===== config.mk =====
export PLATFORM = sky130hd
export DESIGN_NAME = generic_fifo_drain_flat
export DESIGN_NICKNAME = d
export VERILOG_FILES = /design/src/rtl/generic_fifo_drain_pkg.sv /design/src/rtl/generic_fifo_drain_if.sv /design/src/rtl/generic_fifo_drain_buffer.sv /design/src/rtl/generic_fifo_drain.sv /design/src/flat_wrapper.sv
export SDC_FILE = /design/constraint.sdc
export NUM_CORES = 1
export LEC_CHECK = 0
export CAP_MARGIN = 40
export CORE_MARGIN = 4
export CORE_UTILIZATION = 33
export CTS_CLUSTER_DIAMETER = 30
export CTS_CLUSTER_SIZE = 25
export DETAILED_ROUTE_END_ITERATION = 7
export HOLD_SLACK_MARGIN = 0.05
export PLACE_DENSITY = 0.65
export SLEW_MARGIN = 10
export SYNTH_ARGS = -nofsm -noshare
export SYNTH_HDL_FRONTEND = slang
export SYNTH_SLANG_ARGS = --single-unit
export TNS_END_PERCENT = 30

===== constraint.sdc =====
create_clock -name clk -period 3.8 [get_ports clk]
set_input_delay 0.76 -clock clk [delete_from_list [all_inputs] [get_ports clk]]
set_output_delay 0.76 -clock clk [all_outputs]
set_load 0.005 [all_outputs]

===== src/rtl/generic_fifo_drain_pkg.sv =====
`default_nettype none
// +----------------------------------------------------------------------------+
// | generic_fifo_drain_pkg                                                     |
// | Shared defaults, buffer depth and occupancy encodings for the FIFO drain.  |
// | Revision: 1.0                                                              |
// +----------------------------------------------------------------------------+
package generic_fifo_drain_pkg;

    localparam int DEFAULT_DATA_WIDTH    = 32;
    localparam int DEFAULT_PACKET_LENGTH = 16;
    localparam int BUF_DEPTH             = 2;

    typedef logic [1:0] occ_t;

    localparam occ_t OCC_EMPTY = 2'd0;
    localparam occ_t OCC_ONE   = 2'd1;
    localparam occ_t OCC_FULL  = 2'd2;

    // Word-in-packet index width; never narrower than one bit.
    function automatic int count_width(input int packet_length);
        return (packet_length <= 2) ? 1 : $clog2(packet_length);
    endfunction

endpackage : generic_fifo_drain_pkg
`default_nettype wire


===== src/rtl/generic_fifo_drain_if.sv =====
`default_nettype none
// +----------------------------------------------------------------------------+
// | generic_fifo_drain_if                                                      |
// | FIFO read port and output valid/ready stream of the drain stage.          |
// | Revision: 1.0                                                              |
// +----------------------------------------------------------------------------+
interface generic_fifo_drain_if
    import generic_fifo_drain_pkg::*;
#(
    parameter int DATA_WIDTH = DEFAULT_DATA_WIDTH
);

    logic                  fifo_empty;
    logic                  fifo_read;
    logic [DATA_WIDTH-1:0] fifo_read_data;
    logic                  out_valid;
    logic                  out_ready;
    logic [DATA_WIDTH-1:0] out_data;
    logic                  out_som;
    logic                  out_eom;

    // Drain side: reads the FIFO and sources the stream.
    modport master (
        input  fifo_empty,
        input  fifo_read_data,
        input  out_ready,
        output fifo_read,
        output out_valid,
        output out_data,
        output out_som,
        output out_eom
    );

    // Environment side: the FIFO plus the downstream consumer.
    modport slave (
        output fifo_empty,
        output fifo_read_data,
        output out_ready,
        input  fifo_read,
        input  out_valid,
        input  out_data,
        input  out_som,
        input  out_eom
    );

endinterface : generic_fifo_drain_if
`default_nettype wire


===== src/rtl/generic_fifo_drain_buffer.sv =====
`default_nettype none
// +----------------------------------------------------------------------------+
// | generic_fifo_drain_buffer                                                  |
// | Two-entry push/pop register buffer; the head entry is the output word.    |
// | Revision: 1.0                                                              |
// +----------------------------------------------------------------------------+
module generic_fifo_drain_buffer
    import generic_fifo_drain_pkg::*;
#(
    parameter int DATA_WIDTH = DEFAULT_DATA_WIDTH
) (
    input  wire logic                  clk,
    input  wire logic                  rst,
    input  wire logic                  i_flush,
    input  wire logic                  i_push,
    input  wire logic [DATA_WIDTH-1:0] i_push_data,
    input  wire logic                  i_pop,
    output occ_t                       o_occ,
    output logic      [DATA_WIDTH-1:0] o_head
);

    occ_t                  occ_q;
    occ_t                  occ_d;
    logic [DATA_WIDTH-1:0] head_q;
    logic [DATA_WIDTH-1:0] head_d;
    logic [DATA_WIDTH-1:0] tail_q;
    logic [DATA_WIDTH-1:0] tail_d;

    always_comb begin
        occ_d  = occ_q;
        head_d = head_q;
        tail_d = tail_q;
        if (i_flush) begin
            occ_d  = OCC_EMPTY;
            head_d = '0;
            tail_d = '0;
        end else begin
            case ({i_push, i_pop})
                2'b10: begin
                    if (occ_q == OCC_EMPTY) begin
                        head_d = i_push_data;
                    end else begin
                        tail_d = i_push_data;
                    end
                    occ_d = occ_q + 2'd1;
                end
                2'b01: begin
                    head_d = tail_q;
                    occ_d  = occ_q - 2'd1;
                end
                2'b11: begin
                    // Occupancy is unchanged; the new word goes behind any survivor.
                    if (occ_q == OCC_FULL) begin
                        head_d = tail_q;
                        tail_d = i_push_data;
                    end else begin
                        head_d = i_push_data;
                    end
                end
                default: begin
                end
            endcase
        end
    end

    always_ff @(posedge clk) begin
        if (rst) begin
            occ_q  <= OCC_EMPTY;
            head_q <= '0;
            tail_q <= '0;
        end else begin
            occ_q  <= occ_d;
            head_q <= head_d;
            tail_q <= tail_d;
        end
    end

    assign o_occ  = occ_q;
    assign o_head = head_q;

endmodule : generic_fifo_drain_buffer
`default_nettype wire


===== src/rtl/generic_fifo_drain.sv =====
`default_nettype none
// +----------------------------------------------------------------------------+
// | generic_fifo_drain                                                         |
// | Drains a generic_fifo onto a framed valid/ready stream at one word/cycle.  |
// | Option: GENERIC_FIFO_DRAIN_WORD_COUNT_EN adds the word_count port.         |
// | Revision: 1.0                                                              |
// +----------------------------------------------------------------------------+
module generic_fifo_drain
    import generic_fifo_drain_pkg::*;
#(
    parameter int DATA_WIDTH    = DEFAULT_DATA_WIDTH,
    parameter int PACKET_LENGTH = DEFAULT_PACKET_LENGTH,
    parameter int COUNT_WIDTH   = count_width(PACKET_LENGTH)
) (
    input  wire logic            clk,
    input  wire logic            reset_poweron,
    input  wire logic            clear,
    generic_fifo_drain_if.master bus
`ifdef GENERIC_FIFO_DRAIN_WORD_COUNT_EN
    ,
    output logic [31:0]          word_count
`endif
);

    localparam logic [COUNT_WIDTH-1:0] IDX_LAST = COUNT_WIDTH'(PACKET_LENGTH - 1);

    occ_t                   w_occ;
    logic [DATA_WIDTH-1:0]  w_head;
    logic                   w_flush;
    logic                   w_pop;
    logic                   w_read;
    logic [2:0]             w_commit;

    logic                   pend_q;
    logic                   pend_d;
    logic [COUNT_WIDTH-1:0] idx_q;
    logic [COUNT_WIDTH-1:0] idx_d;

    assign w_flush  = reset_poweron | clear;
    assign w_pop    = bus.out_valid & bus.out_ready;
    assign w_commit = {1'b0, w_occ} + {2'b00, pend_q};

    // Committed slots (buffered + in flight) minus this cycle's pop must leave room.
    assign w_read   = ~bus.fifo_empty & ~w_flush
                    & (w_commit < (3'd2 + {2'b00, w_pop}));

    assign bus.fifo_read = w_read;

    // A returning word from a pre-flush read is dropped by the flush itself.
    generic_fifo_drain_buffer #(
        .DATA_WIDTH (DATA_WIDTH)
    ) u_buffer (
        .clk         (clk),
        .rst         (reset_poweron),
        .i_flush     (clear),
        .i_push      (pend_q),
        .i_push_data (bus.fifo_read_data),
        .i_pop       (w_pop),
        .o_occ       (w_occ),
        .o_head      (w_head)
    );

    always_comb begin
        pend_d = w_read;
        idx_d  = idx_q;
        if (clear) begin
            idx_d = '0;
        end else if (w_pop) begin
            idx_d = (idx_q == IDX_LAST) ? '0 : idx_q + COUNT_WIDTH'(1);
        end
    end

    always_ff @(posedge clk) begin
        if (reset_poweron) begin
            pend_q <= 1'b0;
            idx_q  <= '0;
        end else begin
            pend_q <= pend_d;
            idx_q  <= idx_d;
        end
    end

    assign bus.out_valid = (w_occ != OCC_EMPTY);
    assign bus.out_data  = w_head;
    assign bus.out_som   = bus.out_valid & (idx_q == '0);
    assign bus.out_eom   = bus.out_valid & (idx_q == IDX_LAST);

`ifdef GENERIC_FIFO_DRAIN_WORD_COUNT_EN
    logic [31:0] word_count_q;
    logic [31:0] word_count_d;

    always_comb begin
        word_count_d = word_count_q;
        if (clear) begin
            word_count_d = '0;
        end else if (w_pop) begin
            word_count_d = word_count_q + 32'd1;
        end
    end

    always_ff @(posedge clk) begin
        if (reset_poweron) begin
            word_count_q <= '0;
        end else begin
            word_count_q <= word_count_d;
        end
    end

    assign word_count = word_count_q;
`endif

endmodule : generic_fifo_drain
`default_nettype wire

===== src/flat_wrapper.sv =====
// flat-port wrapper written by rule: the top's interface ports become plain ports
module generic_fifo_drain_flat import generic_fifo_drain_pkg::*;
#(
    parameter int DATA_WIDTH    = DEFAULT_DATA_WIDTH,
    parameter int PACKET_LENGTH = DEFAULT_PACKET_LENGTH,
    parameter int COUNT_WIDTH   = count_width(PACKET_LENGTH)
)
  (clk, reset_poweron, clear, bus_fifo_empty, bus_fifo_read_data, bus_out_ready, bus_fifo_read, bus_out_valid, bus_out_data, bus_out_som, bus_out_eom);
  generic_fifo_drain_if #(.DATA_WIDTH(DATA_WIDTH)) bus_i ();
  input  wire logic clk;
  input  wire logic reset_poweron;
  input  wire logic clear;
  input wire logic [$bits(bus_i.fifo_empty)-1:0] bus_fifo_empty;
  input wire logic [$bits(bus_i.fifo_read_data)-1:0] bus_fifo_read_data;
  input wire logic [$bits(bus_i.out_ready)-1:0] bus_out_ready;
  output wire logic [$bits(bus_i.fifo_read)-1:0] bus_fifo_read;
  output wire logic [$bits(bus_i.out_valid)-1:0] bus_out_valid;
  output wire logic [$bits(bus_i.out_data)-1:0] bus_out_data;
  output wire logic [$bits(bus_i.out_som)-1:0] bus_out_som;
  output wire logic [$bits(bus_i.out_eom)-1:0] bus_out_eom;
  assign bus_i.fifo_empty = bus_fifo_empty;
  assign bus_i.fifo_read_data = bus_fifo_read_data;
  assign bus_i.out_ready = bus_out_ready;
  assign bus_fifo_read = bus_i.fifo_read;
  assign bus_out_valid = bus_i.out_valid;
  assign bus_out_data = bus_i.out_data;
  assign bus_out_som = bus_i.out_som;
  assign bus_out_eom = bus_i.out_eom;
  generic_fifo_drain #(.DATA_WIDTH(DATA_WIDTH), .PACKET_LENGTH(PACKET_LENGTH), .COUNT_WIDTH(COUNT_WIDTH)) u_core (.clk(clk), .reset_poweron(reset_poweron), .clear(clear), .bus(bus_i));
endmodule

Yosys cells after proc, flatten, opt, wreduce, memory -nomap -nowiden
Index checks and enable logic that the tools add are counted.

$add $sub $neg: 5. Order comparisons: 1. Eq/ne operators: 8. Mux-type cells: 8. Bitwise operators: 8. Reduce and logical (&&, ||, !) cells: 9.

Operators with widths (count): 32-bit two-way mux (4); 32-bit one-hot mux with 3 select lines (1); 32-bit one-hot mux with 2 select lines (1); 2-bit == test, second input constant (3); 2-bit inequality test, second input constant (3); 2-bit nonzero test (3); 1-bit bitwise AND (5); 4-bit by 1-bit adder with 4-bit output, second input constant (1); 4-bit == test, second input constant (1); 4-bit zero test (1); 4-bit two-way mux (1); 2-bit one-hot mux with 2 select lines (1); 2-bit by 1-bit adder with 3-bit output (1); 2-bit by 1-bit adder with 3-bit output, first input constant (1); 3-bit < comparator (1); 3-bit AND reduction (1); 3-bit nonzero test (1); 2-bit by 1-bit adder with 2-bit output, second input constant (1); 2-bit by 1-bit == test with 1-bit output, second input constant (1); 2-bit zero test (1); 1-bit inverter (2); 2-bit AND reduction (1); 2-bit OR reduction (1); 2-bit by 1-bit subtractor with 2-bit output, second input constant (1); 1-bit bitwise OR (1).

Register bits after elaboration: 71. Output and inout port bits: 36.

Longest topological paths before layout
Depth after elaboration: 5. Mapped depth: 10. Gate-level depth less buffers: 6.

Cells and area by module
Synthesis repeated with hierarchy kept, for this count alone.

Cells, all modules: 403. Area total of the unflattened synthesis: 3477.1 µm².

Modules (own cells, without submodules): generic_fifo_drain_buffer (instances 1, cells an instance 367, area an instance 3173.0 µm², seq. area each 1321.3 µm²); generic_fifo_drain (instances 1, cells an instance 36, area an instance 304.0 µm², seq. area each 100.1 µm²).

Least setup slack after synthesis
Ideal clock, no wire load.

Path kind: input-to-reg. Start point: input port bus_out_ready. End point: register u_core.u_buffer.tail_q[13]. Library setup time: 70 ps. Data arrival time: 2137 ps. Data required time: 3730 ps. Slack: 1593 ps. Cell stages on the path: 9. Cells stage by stage: o21a_4 -> buf_6 -> buf_6 -> ha_1 -> nor2b_1 -> clkbuf_1 -> clkbuf_1 -> o211ai_1 -> a21oi_1.

Cells in the longest elaborated chain, start to end: 4. Elaborated cells between the ends (all ways): 8.

RTL lines: start: declaration (line flat_wrapper.sv:15) `input wire logic [$bits(bus_i.out_ready)-1:0] bus_out_ready;`; 1-bit bitwise AND (*) (line generic_fifo_drain.sv:40) `assign w_pop = bus.out_valid & bus.out_ready;`; 2-bit == test (line generic_fifo_drain_buffer.sv:38) `case ({i_push, i_pop})`; 2-bit inequality test (no line) / 2-bit nonzero test (equally long branches); 3-bit AND reduction (no line); end signal: assignment (line generic_fifo_drain_buffer.sv:74) `tail_q <= tail_d;`; end: declaration (line generic_fifo_drain_buffer.sv:26) `logic [DATA_WIDTH-1:0] tail_q;`.

Every way passes the cells marked *; elsewhere a longest branch is shown, timed or not. A chain may end at the register's enable or synchronous reset.

Worst setup path in the final report
Start point: input port bus_out_ready. End point: output port bus_fifo_read.

Cells in the longest elaborated chain, start to end: 4.

RTL lines: 1-bit bitwise AND (line generic_fifo_drain.sv:40); 2-bit by 1-bit adder with 3-bit output (line generic_fifo_drain.sv:45) `& (w_commit < (3'd2 + {2'b00, w_pop}));`; 3-bit < comparator (line generic_fifo_drain.sv:45); 1-bit bitwise AND (line generic_fifo_drain.sv:45); end: declaration (line flat_wrapper.sv:16) `output wire logic [$bits(bus_i.fifo_read)-1:0] bus_fifo_read;`.

No other way between the ends.

==> qor.csv <==
stage;metric;value;unit
run_status;status;finished clean;
route;drt_pass1_iterations;5;
route;wl_per_cell;18.41;um
final_layout;stdcell_count;589;
die;die_w;114.1;um
die;rows;38;
synth;ys_ff_latch;71;
global_route;track_usage;16.89;%
synth;synth_area;3716;um^2
die;fp.dieH;114.1;um
sta;maxSlewViolCount;0;
sta;period_needed;3.228;ns
setup_path;worstPathArrival;2.47;ns
place;hpwl;6.898;mm
global_route;grt_max_degree;59;
synth;synth.net_count;442;
route;vias;3371;
clock_tree;clk_pin_slew;0.06;ns
hold_path;min_path_type;reg2reg;
synth;ys_types;36;
pwr;power.density;364.0;nW/um^2
route;postRouteAntennaNets;0;
sta;setup_tns;0;ns
place;place_ws;0.4128;ns
global_route;grt_antenna_before_repair;0;
synth;yosys_most_used_dff;dfxtp_1;
synth;yosysSeqAreaShare;38.25;%
final_layout;drive_gt1_share;16.70;%
place;portBuffers;72;
clock_tree;h-tree-depth;3;
clock_tree;cts_resized;0;
flow_run;cap_violations;0;
final_layout;fin_nets;488;
global_route;grt_pass1_vias;3518;
final_layout;antennaDiodeCount;0;
setup_path;cp.required;3.04;ns
sta;max_freq;0.3098;GHz
sta;period_share;84.95;%
sta;hold_viol;0;
clock_tree;root_buffer;clkbuf_16;
sta;clock_skew;0.007883;ns
pwr;p_total;1.724;mW
synth;synth_area_leaders;dfxtp_1, a311oi_2, o211ai_1;
sta;maxSlewHeadroom;57.42;%
sta;fin_hold_ws;0.4691;ns
route;via_per_inst;5.723;
route;drtIter0Drc;185;
pwr;ir_worst_vdd;0.0002165;V
sta;setup_viol_count_final;0;
synth;ys_warn_count;0;
setup_path;crit_fanout;5;
die;initial_utilization;33.98;%
clock_tree;cts_buffers;9;
setup_path;cp-end-kind;output port;
sta;setup_slack;0.5719;ns
die;dieArea;13020;um^2
die;ios;73;
sta;tightest_slew;0.6379;ns
die;core;10940;um^2
synth;synth-edff-count;0;
synth;yosys.area.top_type_share;38.25;%
synth;async_reset_ff_share;0;%
route;drc;0;
setup_path;startpoint_type;input port;
clock_tree;clk_latency;0.33;ns
clock_tree;cts_setup_buffers;0;
final_layout;multi_input_area;1979;um^2
clock_tree;clock_path_buffers;2;
place;gp_congestion;0.7397;
final_layout;fill_cells;1103;
place;dp.cells;573;
sta;rsz0062_at_grt;no;
final_layout;ff_latch_area;1421;um^2
clock_tree;cts_hold_buf;0;
final_layout;syn_to_final_growth;27.44;%
pwr;leakage;1.446;nW
clock_tree;clkSinkCount;71;
clock_tree;cts_tree;built;
setup_path;path_class;in2out;
synth;yosysTopAreaCell;dfxtp_1;
synth;postSynthAreaPerCell;9.337;um^2
synth;synthCells;398;
route;drt-total-wl;10.84;mm
global_route;grt-ovfl-total;0;
global_route;grt_pass1_wl;17.98;mm
[state kept, by name, summed over array words and instances, names as in the netlist]
register / cells
u_core.u_buffer.o_occ: 2
u_core.u_buffer.o_head: 32
u_core.pend_q: 1
u_core.u_buffer.tail_q: 32
u_core.idx_q: 4
[worst max-delay path: stages]
cell and delay, ns:
clkdlybuf4s50_1 0.50, o21a_4 0.14, clkinv_2 0.10, o21ai_1 0.15, nor4b_1 0.25, clkdlybuf4s50_1 0.56
[Yosys cell counts, types with 2 or more instances]
library cell and number:
ha_1 7, inv_1 3, nor3_1 32, buf_4 3, a21oi_1 35, o21ai_0 33, nand3_1 35, o211ai_1 33
buf_2 22, o31ai_1 32, xor2_1 2, nor4b_1 3, buf_6 9, clkbuf_1 18, nand2_1 5, a311oi_2 32
nor2_1 4, dfxtp_1 71, nor2b_1 2
[report_power, final]
| group | switching, mW | leakage (nW) | internal (mW) |
|---|---|---|---|
| registers | 0.00911 | 0.574 | 0.757 |
| clock network | 0.325 | 0.124 | 0.438 |
| logic | 0.104 | 0.748 | 0.0907 |
[metal layers]
layer / part of all wire (%) / global-route usage [%] / vias to the layer above
li1: - / - / 1627
met3: 5.8 / 4.704 / 2
met2: 52 / 29.70 / 102
met1: 42 / 21.07 / 1640
met4: 0.17 / 2.454 / 0
met5: 0 / 0 / -
[placed cells by master, fill, tap and decap left out, types with 2 or more instances in the layout]
| master | Yosys | final |
|---|---|---|
| a311oi_2 | 32 | 32 |
| nor2b_2 | 0 | 2 |
| o31ai_1 | 32 | 32 |
| clkinv_2 | 1 | 4 |
| nor2_1 | 4 | 3 |
| a21oi_1 | 35 | 35 |
| ha_1 | 7 | 7 |
| nand2_1 | 5 | 5 |
| clkbuf_16 | 0 | 9 |
| inv_1 | 3 | 3 |
| o211ai_1 | 33 | 33 |
| o21ai_0 | 33 | 33 |
| clkinvlp_4 | 0 | 3 |
| buf_4 | 3 | 14 |
| nor3_1 | 32 | 32 |
| dfxtp_1 | 71 | 71 |
| nand3_1 | 35 | 35 |
| nor4b_1 | 3 | 3 |
| xor2_1 | 2 | 2 |
| clkdlybuf4s50_1 | 0 | 72 |
[stage by stage]
step / area, um^2 / util (%)
floorplan: 3716 / -
global placement: 4442 / 40.62
detailed placement: 4469 / 40.87
CTS: 4736 / 43.31
global route: 4736 / 43.31
finish: 4736 / 43.31
[logic make-up after synthesis]
| logic type | synth area share (%) |
|---|---|
| compound gates | 36.67 |
| xor+xnor | 0.7072 |
| fa+ha+maj | 2.357 |
| buf+inv | 8.754 |
| flops | 38.25 |
| simple gates | 13.27 |
[cell type report]
cell class                      instances  share of cell area, %
Sequential cell                        71                  30.01
Timing Repair Buffer                   88                  18.44
Multi-Input combinational cell        269                  41.80
Inverter                                5                 0.4227
Tap cell                              140                  3.699
Clock inverter                          6                 0.7926
Clock buffer                           10                  4.835
[worst paths after layout]
check	from	endpoint	slack, ns	cells after the start
hold / removal	u_core.u_buffer.tail_q[26]$_SDFFE_PP0P_	u_core.u_buffer.tail_q[26]$_SDFFE_PP0P_	0.47	2
hold reg to reg	u_core.u_buffer.tail_q[26]$_SDFFE_PP0P_	u_core.u_buffer.tail_q[26]$_SDFFE_PP0P_	0.47	2
setup / recovery	bus_out_ready	bus_fifo_read	0.57	6
setup reg to reg	u_core.u_buffer.o_occ[0]$_SDFFE_PP0P_	u_core.u_buffer.o_head[19]$_SDFFE_PP0P_	0.87	6
Note: power is estimated with default switching activity, not from simulation.
